File: config.mk
export PLATFORM = sky130hd
export DESIGN_NAME = param_subtractor_pipe_flat
export DESIGN_NICKNAME = d
export VERILOG_FILES = /design/src/rtl/arith_pkg.sv /design/src/rtl/param_subtractor_pipe_if.sv /design/src/rtl/sub_slice.sv /design/src/rtl/param_subtractor_pipe.sv /design/src/flat_wrapper.sv
export SDC_FILE = /design/constraint.sdc
export NUM_CORES = 1
export LEC_CHECK = 0
export CAP_MARGIN = 20
export CORE_AREA = 2 2 57 59
export DETAILED_ROUTE_END_ITERATION = 7
export DIE_AREA = 0 0 59 61
export PLACE_DENSITY_LB_ADDON = 0.05
export SYNTH_ARGS = -nofsm -noshare
export SYNTH_HDL_FRONTEND = slang
export SYNTH_SLANG_ARGS = --single-unit
File: constraint.sdc
create_clock -name clk -period 1.7 [get_ports clk]
set_clock_uncertainty 0.1 [all_clocks]
set_input_delay 0.34 -clock clk [delete_from_list [all_inputs] [get_ports clk]]
set_output_delay 0.34 -clock clk [all_outputs]
set_load 0.01 [all_outputs]
File: src/rtl/arith_pkg.sv
// Shared arithmetic package: widths and stage helpers common to the pipelined
// adder and subtractor datapaths.
package arith_pkg;

   localparam int ARITH_DEFAULT_WIDTH = 8;
   localparam int ARITH_DEFAULT_CHUNK = 4;

   // Number of pipeline stages when WIDTH is cut into CHUNK-bit slices.
   function automatic int num_stages(input int width, input int chunk);
      return width / chunk;
   endfunction

   // True when the slicing is legal: at least one full slice and no remainder.
   function automatic bit width_is_valid(input int width, input int chunk);
      return (chunk > 0) && (width >= chunk) && ((width % chunk) == 0);
   endfunction

endpackage

File: src/rtl/param_subtractor_pipe_if.sv
// Operand/result bundle of the pipelined subtractor. The master drives operands
// and consumes results; the slave is the subtractor itself.
interface param_subtractor_pipe_if
   import arith_pkg::*;
#(
   parameter int WIDTH = ARITH_DEFAULT_WIDTH
);

   logic             valid_in;
   logic [WIDTH-1:0] a;
   logic [WIDTH-1:0] b;
   logic             bin;
   logic             valid_out;
   logic [WIDTH-1:0] diff;
   logic             bout;
   logic             ovf;

   modport master (
      output valid_in, a, b, bin,
      input  valid_out, diff, bout, ovf
   );

   modport slave (
      input  valid_in, a, b, bin,
      output valid_out, diff, bout, ovf
   );

endinterface

File: src/rtl/sub_slice.sv
// Combinational CHUNK-bit subtractor slice with borrow in/out. The subtraction
// is done as a + ~b + ~borrow_in so the carry out is the inverted borrow.
module sub_slice #(
   parameter int CHUNK = 4
) (
   input  logic [CHUNK-1:0] a,
   input  logic [CHUNK-1:0] b,
   input  logic             borrow_in,
   output logic [CHUNK-1:0] diff,
   output logic             borrow_out
);

   logic [CHUNK:0] sum;

   assign sum        = {1'b0, a} + {1'b0, ~b} + {{CHUNK{1'b0}}, ~borrow_in};
   assign diff       = sum[CHUNK-1:0];
   assign borrow_out = ~sum[CHUNK];

endmodule

File: src/rtl/param_subtractor_pipe.sv
// Pipelined two's-complement subtractor: diff = a - b - bin, one CHUNK-bit
// slice per stage with the borrow registered between stages. Upper operand
// slices are skewed in, lower result slices are deskewed out, and every data
// register loads only when the valid bit travelling with it is set.
module param_subtractor_pipe
   import arith_pkg::*;
#(
   parameter int WIDTH = ARITH_DEFAULT_WIDTH,
   parameter int CHUNK = ARITH_DEFAULT_CHUNK
) (
   input  logic                    clk,
   input  logic                    rst,
   param_subtractor_pipe_if.slave  bus
);

   localparam int STAGES = num_stages(WIDTH, CHUNK);

   if (!width_is_valid(WIDTH, CHUNK)) begin : g_param_check
      $error("param_subtractor_pipe: WIDTH (%0d) must be a non-zero multiple of CHUNK (%0d)",
             WIDTH, CHUNK);
   end

   // v_in[k] qualifies the data entering stage k, v_q[k] the data leaving it.
   logic [STAGES-1:0] v_in;
   logic [STAGES-1:0] v_q;
   logic [STAGES-1:0] brw;
   logic              ovf_q;

   assign v_in[0] = bus.valid_in;

   for (genvar k = 1; k < STAGES; k++) begin : g_valid_link
      assign v_in[k] = v_q[k-1];
   end

   // Valid chain: bubbles shift through unchanged so ordering is preserved.
   always_ff @(posedge clk or negedge rst) begin
      if (!rst) begin
         v_q <= '0;
      end else begin
         v_q <= v_in;
      end
   end

   for (genvar k = 0; k < STAGES; k++) begin : g_stage
      logic [CHUNK-1:0] op_a;
      logic [CHUNK-1:0] op_b;
      logic [CHUNK-1:0] slice_diff;
      logic [CHUNK-1:0] res_q;
      logic             borrow_in;
      logic             slice_bout;
      logic             bout_q;

      if (k == 0) begin : g_direct
         assign op_a      = bus.a[CHUNK-1:0];
         assign op_b      = bus.b[CHUNK-1:0];
         assign borrow_in = bus.bin;
      end else begin : g_skew
         logic [CHUNK-1:0] a_sk [k];
         logic [CHUNK-1:0] b_sk [k];

         // Skew chain: delay operand slice k by k cycles, stepping with its operation.
         always_ff @(posedge clk or negedge rst) begin
            if (!rst) begin
               for (int j = 0; j < k; j++) begin
                  a_sk[j] <= '0;
                  b_sk[j] <= '0;
               end
            end else begin
               if (v_in[0]) begin
                  a_sk[0] <= bus.a[k*CHUNK +: CHUNK];
                  b_sk[0] <= bus.b[k*CHUNK +: CHUNK];
               end
               for (int j = 1; j < k; j++) begin
                  if (v_in[j]) begin
                     a_sk[j] <= a_sk[j-1];
                     b_sk[j] <= b_sk[j-1];
                  end
               end
            end
         end

         assign op_a      = a_sk[k-1];
         assign op_b      = b_sk[k-1];
         assign borrow_in = brw[k-1];
      end

      sub_slice #(.CHUNK(CHUNK)) u_slice (
         .a          (op_a),
         .b          (op_b),
         .borrow_in  (borrow_in),
         .diff       (slice_diff),
         .borrow_out (slice_bout)
      );

      // Stage register: capture this slice's result and borrow for a valid operation.
      always_ff @(posedge clk or negedge rst) begin
         if (!rst) begin
            res_q  <= '0;
            bout_q <= 1'b0;
         end else if (v_in[k]) begin
            res_q  <= slice_diff;
            bout_q <= slice_bout;
         end
      end

      assign brw[k] = bout_q;

      if (k < STAGES - 1) begin : g_deskew
         localparam int DEPTH = STAGES - 1 - k;
         logic [CHUNK-1:0] dsk [DEPTH];

         // Deskew chain: hold back this low slice until the top slice is done.
         always_ff @(posedge clk or negedge rst) begin
            if (!rst) begin
               for (int j = 0; j < DEPTH; j++) begin
                  dsk[j] <= '0;
               end
            end else begin
               if (v_in[k+1]) begin
                  dsk[0] <= res_q;
               end
               for (int j = 1; j < DEPTH; j++) begin
                  if (v_in[k+1+j]) begin
                     dsk[j] <= dsk[j-1];
                  end
               end
            end
         end

         assign bus.diff[k*CHUNK +: CHUNK] = dsk[DEPTH-1];
      end else begin : g_last
         // Signed overflow: operand signs differ and the result sign left the minuend's.
         always_ff @(posedge clk or negedge rst) begin
            if (!rst) begin
               ovf_q <= 1'b0;
            end else if (v_in[k]) begin
               ovf_q <= (op_a[CHUNK-1] != op_b[CHUNK-1]) &&
                        (slice_diff[CHUNK-1] != op_a[CHUNK-1]);
            end
         end

         assign bus.diff[k*CHUNK +: CHUNK] = res_q;
      end
   end

   assign bus.valid_out = v_q[STAGES-1];
   assign bus.bout      = brw[STAGES-1];
   assign bus.ovf       = ovf_q;

endmodule

File: src/flat_wrapper.sv
// flat-port wrapper written by rule: the top's interface ports become plain ports
module param_subtractor_pipe_flat import arith_pkg::*;
#(
   parameter int WIDTH = ARITH_DEFAULT_WIDTH,
   parameter int CHUNK = ARITH_DEFAULT_CHUNK
)
  (clk, rst, bus_valid_in, bus_a, bus_b, bus_bin, bus_valid_out, bus_diff, bus_bout, bus_ovf);
  param_subtractor_pipe_if #(.WIDTH(WIDTH)) bus_i ();
  input  logic clk;
  input  logic rst;
  input wire logic [$bits(bus_i.valid_in)-1:0] bus_valid_in;
  input wire logic [$bits(bus_i.a)-1:0] bus_a;
  input wire logic [$bits(bus_i.b)-1:0] bus_b;
  input wire logic [$bits(bus_i.bin)-1:0] bus_bin;
  output wire logic [$bits(bus_i.valid_out)-1:0] bus_valid_out;
  output wire logic [$bits(bus_i.diff)-1:0] bus_diff;
  output wire logic [$bits(bus_i.bout)-1:0] bus_bout;
  output wire logic [$bits(bus_i.ovf)-1:0] bus_ovf;
  assign bus_i.valid_in = bus_valid_in;
  assign bus_i.a = bus_a;
  assign bus_i.b = bus_b;
  assign bus_i.bin = bus_bin;
  assign bus_valid_out = bus_i.valid_out;
  assign bus_diff = bus_i.diff;
  assign bus_bout = bus_i.bout;
  assign bus_ovf = bus_i.ovf;
  param_subtractor_pipe #(.WIDTH(WIDTH), .CHUNK(CHUNK)) u_core (.clk(clk), .rst(rst), .bus(bus_i));
endmodule
Yosys cells after proc, flatten, opt, wreduce, memory -nomap -nowiden
Cells that the tools add are included.
{ "word_totals": {"latchBits": 0, "memories": 0, "ram_bits": 0, "regBits": 25, "word_cells": 22, "romBits": 0} }
{ "classes": {"multipliers": 0, "n_shift": 0, "mux": 0, "magnitude_cmp": 0, "n_bitwise": 6, "add_sub_neg": 4, "n_div": 0, "eq_ne": 2, "reduce_logical": 1} }
{ "ops": {"columns": ["operator", "count"], "rows": [
  ["adder 4 x 4 -> 5 bit", 2],
  ["adder 5 x 1 -> 5 bit", 2],
  ["inverter 4 bit", 2],
  ["inverter 1 bit", 4],
  ["inequality test 1 bit", 2],
  ["logical AND 1 bit", 1]
]} }

Longest topological paths before layout
{ "depth": {"word_depth": 5, "ltp_mapped": 7, "mapped_depth_nobuf": 7} }

Hierarchy
From an unflattened synthesis, not the netlist that was laid out.
{ "unflattened": {"hier_cells": 88, "area_unflattened_um2": 1246.2} }
{ "by_module_without_submodules": {"columns": ["module", "n_inst", "seq_area_each_um2", "cells_each", "area_each_um2"], "rows": [
  ["param_subtractor_pipe", 1, 625.6, 53, 953.4],
  ["sub_slice (u_core.g_stage[1].u_slice)", 1, 0.0, 18, 147.6],
  ["sub_slice (u_core.g_stage[0].u_slice)", 1, 0.0, 17, 145.1]
]} }

Worst setup path before layout
OpenSTA, ideal clock, no wires.
{ "synth_path": {"kind": "register -> register", "startpoint": "register u_core.g_stage[1].g_skew.b_sk[0] in the netlist's numbering", "endpoint": "register u_core.g_stage[1].res_q[1]", "path_buffers": 0, "setup_ps": 125, "t_arrival_ps": 1509, "required_ps": 1475, "setup_slack_ps": -33, "path_stages_with_launch": 5, "path_cell_list": "dfrtp_1 > fa_1 > inv_1 > fa_1 > mux2_2"} }
{ "synth_between": {"elab_chain_cells": 3} }
{ "synth_lines": {"columns": ["item", "line", "text"], "rows": [
  ["from (decl)", "param_subtractor_pipe.sv:59", "logic [CHUNK-1:0] b_sk [k];"],
  ["from (signal, indexed assignment)", "param_subtractor_pipe.sv:76", "b_sk[j] <= b_sk[j-1];"],
  ["inverter 4 bit", "sub_slice.sv:15", "assign sum = {1'b0, a} + {1'b0, ~b} + {{CHUNK{1'b0}}, ~borrow_in};"],
  ["adder 4 x 4 -> 5 bit", "sub_slice.sv:15", null],
  ["adder 5 x 1 -> 5 bit", "sub_slice.sv:15", null],
  ["net u_core.g_stage[1].slice_diff[1]", "param_subtractor_pipe.sv:47", "logic [CHUNK-1:0] slice_diff;"],
  ["to (signal assigned)", "param_subtractor_pipe.sv:101", "res_q <= slice_diff;"],
  ["to (decl)", "param_subtractor_pipe.sv:48", "logic [CHUNK-1:0] res_q;"]
]} }
The timed path passes the listed nets, and every way through them passes these cells.
A chain may end at the register's enable or synchronous reset.

Worst setup path in the final report
Same ends and word-level chain as after synthesis.

==> results.py <==
metrics = {
    "yosys": {
        "synth_warnings": 0,
        "postSynthAreaPerCell_um2": 12.0,
        "synth.largest_area_cell": "dfrtp_1",
        "synthesis.area_mm2": 0.00122,
        "instance_count_of_the_mapped_netlist": 101,
        "ys_seq_elements": 25,
        "asyncSetResetFlopFracSynth": 1.00,
        "top_cells_by_area_in_the_synthesized_netlist": "dfrtp_1, mux2_2, fa_1",
        "postSynth.topFlopCell": "dfrtp_1",
        "synth_top_area_share": 0.514,
        "syn-num-nets": 131,
        "register_area_share_after_synthesis": 0.514,
        "synth_cell_type_count": 28,
        "synthTopCellsByCount": "dfrtp_1, inv_1, mux2_2, nand2_1, ha_1",
        "number_of_flops_mapped_to_enable_cells_by_yosys": 0,
        "yosys.cell_count.top_type": "dfrtp_1",
    },
    "setup_path": {
        "end_kind": "flop",
        "reg2reg_setup_slack_ns": -0.06,
        "crit_fanout": 2,
        "cell_seen_most_often_among_critical_path_stages": "fa_2",
        "critPathMaxStageDelay_ns": 0.42,
        "cp_top_family": "adder cells",
        "critPathKind": "reg -> reg",
        "crit_slowest_cell": "dfrtp_1",
        "r2r.worst_path.cells": 4,
        "r2r_end": "u_core.g_stage[1].res_q[1]",
        "reg2reg_from": "u_core.g_stage[1].g_skew.b_sk[0]",
        "critical_path.startpoint_type": "flop",
        "timing.critical_path.arrival_ns": 1.88,
        "data_required_time_at_the_worst_endpoint_ns": 1.81,
        "critical_path.cell_chain": "fa_2 -> inv_2 -> fa_2 -> mux2_4",
        "worstPathBufferInverterCount": 1,
    },
    "clocking": {
        "clk_pin_slew_ns": 0.13,
        "cts_tree": "yes",
        "clock_sink_count": 25,
        "maximum_clock_path_buffer_count": 2,
        "cts_max_level": 1,
        "root_buffer": "clkbuf_4",
        "cts_buffers": 3,
        "clock_latency_ns": 0.31,
    },
    "grt": {
        "antenna_found_initial": 0,
        "first_pass_grt_wire_length_mm": 3.55,
        "maximum_number_of_pins_on_one_net_before_global_route_repair": 26,
        "grt_pass1_vias": 821,
        "groute.usage.overall": 0.133,
        "grt-ovfl-total": 0,
    },
    "final_layout": {
        "drive_gt1_frac": 0.280,
        "num_antenna_cells": 0,
        "area.growth.synth_to_final_pct": 41.4,
        "layout.nets": 174,
    },
    "placed_design": {
        "detailedPlacementHpwl_mm": 1.60,
        "io_buffers": 30,
        "dp_slack_ns": -0.456,
        "finalWeightedCongestion": 0.750,
    },
    "sta": {
        "remaining_max_slew_budget_at_the_tightest_pin": 0.795,
        "final_period_minus_worst_setup_slack_ns": 1.76,
        "drv_slew": 0,
        "setup_slack_ns": -0.0631,
        "fmaxAchievable_mhz": 567,
        "grt_setup_unrepaired": "true",
        "max_slew.worst_pin.slew_ns": 0.308,
        "hold_viol_final": 0,
        "setup_violations": 2,
        "layout_worst_path_cycle_share": 1.04,
    },
    "floorplan": {
        "start_util": 0.412,
        "height_of_the_die_um": 61,
        "die_area_mm2": 0.00360,
        "core_region_area_mm2": 0.00295,
        "io_pins": 31,
        "floorplan.die.width_um": 59,
        "fp-row-count": 20,
    },
    "power_and_ir_drop": {
        "leakagePower_uw": 0.000882,
        "largest_vdd_supply_drop_mv": 0.451,
        "p_per_area_mw_per_mm2": 890,
        "total_power_uw": 1530,
    },
    "drt": {
        "drt_drc_violations_left": 0,
        "postRouteWirelength_mm": 2.09,
        "detail_route.vias_per_cell": 4.90,
        "detailroute.via_count": 862,
        "ant_nets": 0,
        "routedWlPerCell_um": 11.8,
        "detail_route.iter0.violations": 19,
        "drtPass1Iterations": 2,
    },
    "min_path": {
        "hold_class": "in -> async",
    },
    "outcome": {
        "failed_checks": "setup timing",
        "status": "finished with violations",
    },
    "run": {
        "cap_viol_max_count": 0,
    },
}
layout make-up:
| cell class | instances | area (µm²) |
|---|---|---|
| Inverter | 13 | 48.8 |
| Fill cell | 266 | 1230 |
| Multi-Input combinational cell | 60 | 559 |
| Clock buffer | 3 | 22.5 |
| Tap cell | 33 | 41.3 |
| Clock inverter | 1 | 5.00 |
| Sequential cell | 25 | 626 |
| Timing Repair Buffer | 41 | 417 |
layout by cell type, fill, tap and decap left out, drive strengths merged, types with 2 or more instances in the layout:
master          n
nor2b           2
nand3b          2
mux2           11
dlygate4sd2     3
inv            13
clkdlybuf4s50  17
xnor2           2
a21o            3
fa              4
dlymetal6s2s   10
a21oi           4
nor2            2
nand2           7
dfrtp          25
clkbuf          3
o21ai           5
buf            11
ha              6
per-layer routing:
| layer | track usage | share of wire | vias to the layer above |
|---|---|---|---|
| met5 | 0 | 0 | - |
| met4 | 0.0292 | 0.0086 | 0 |
| met3 | 0.0448 | 0.057 | 2 |
| li1 | - | - | 427 |
| met2 | 0.219 | 0.47 | 20 |
| met1 | 0.171 | 0.46 | 413 |
timing repair:
item / 4_1_cts / 5_1_grt
hold buffers: 0 / 0
setup endpoints to repair: 5 / 15
resized for setup: 11 / 12
setup buffers: 3 / 2
pin swaps: 4 / 2
state kept, by name, summed over array words and instances, names as in the netlist:
register / cells
u_core.g_stage.g_skew.a_sk: 4
u_core.g_stage.bout_q: 1
u_core.bus.bout: 1
u_core.g_stage.g_skew.b_sk: 4
u_core.bus.ovf: 1
u_core.g_stage.g_deskew.dsk: 4
u_core.v_q: 2
u_core.g_stage.res_q: 8
cell families (layout without fill, tap and decap cells):
logic type	Yosys count	count (layout)	share of synthesized area
muxes	12	12	0.110
and+or+nand+nor	16	16	0.0669
xor gates and xnor gates	2	2	0.0144
AOI/OAI and AO/OA	20	20	0.115
adders and majority gates	10	10	0.128
buffers and inverters	16	58	0.0514
DFF	25	25	0.514
metrics by stage:
step | cells | utilization | area, µm² | TNS [ns] | hold WS (ns)
floorplan | 101 | - | 1220 | -0.0149 | -0.0556
global placement | 167 | 0.545 | 1610 | -1.34 | 0.364
detailed placement | 167 | 0.545 | 1610 | -1.47 | 0.377
CTS | 174 | 0.567 | 1680 | -0.157 | 0.267
global route | 176 | 0.582 | 1720 | -0.236 | 0.269
finish | 176 | 0.582 | 1720 | -0.0725 | 0.261
power breakdown:
group          leakage [µW]  internal [µW]  total [µW]  switching, µW
Combinational      0.000568            316         522            206
Sequential         0.000295            699         755           56.1
Clock             0.0000177           87.8         253            166
Total              0.000882           1100        1530            428
worst max path at each step:
stage                                                 from                          to  slack, ns  cells past startpoint
final                     u_core.g_stage[1].g_skew.b_sk[0]  u_core.g_stage[1].res_q[1]      -0.06                      4
after floorplan           u_core.g_stage[1].g_skew.b_sk[0]  u_core.g_stage[1].res_q[1]      -0.01                      4
after global routing      u_core.g_stage[1].g_skew.b_sk[0]  u_core.g_stage[1].res_q[1]      -0.11                      4
after CTS                         u_core.g_stage[0].bout_q  u_core.g_stage[1].res_q[1]      -0.08                      4
after detailed placement                           bus_bin  u_core.g_stage[0].res_q[1]      -0.46                      5
after global placement                             bus_bin  u_core.g_stage[0].res_q[1]      -0.42                      5
(Power assumes the default switching activity.)
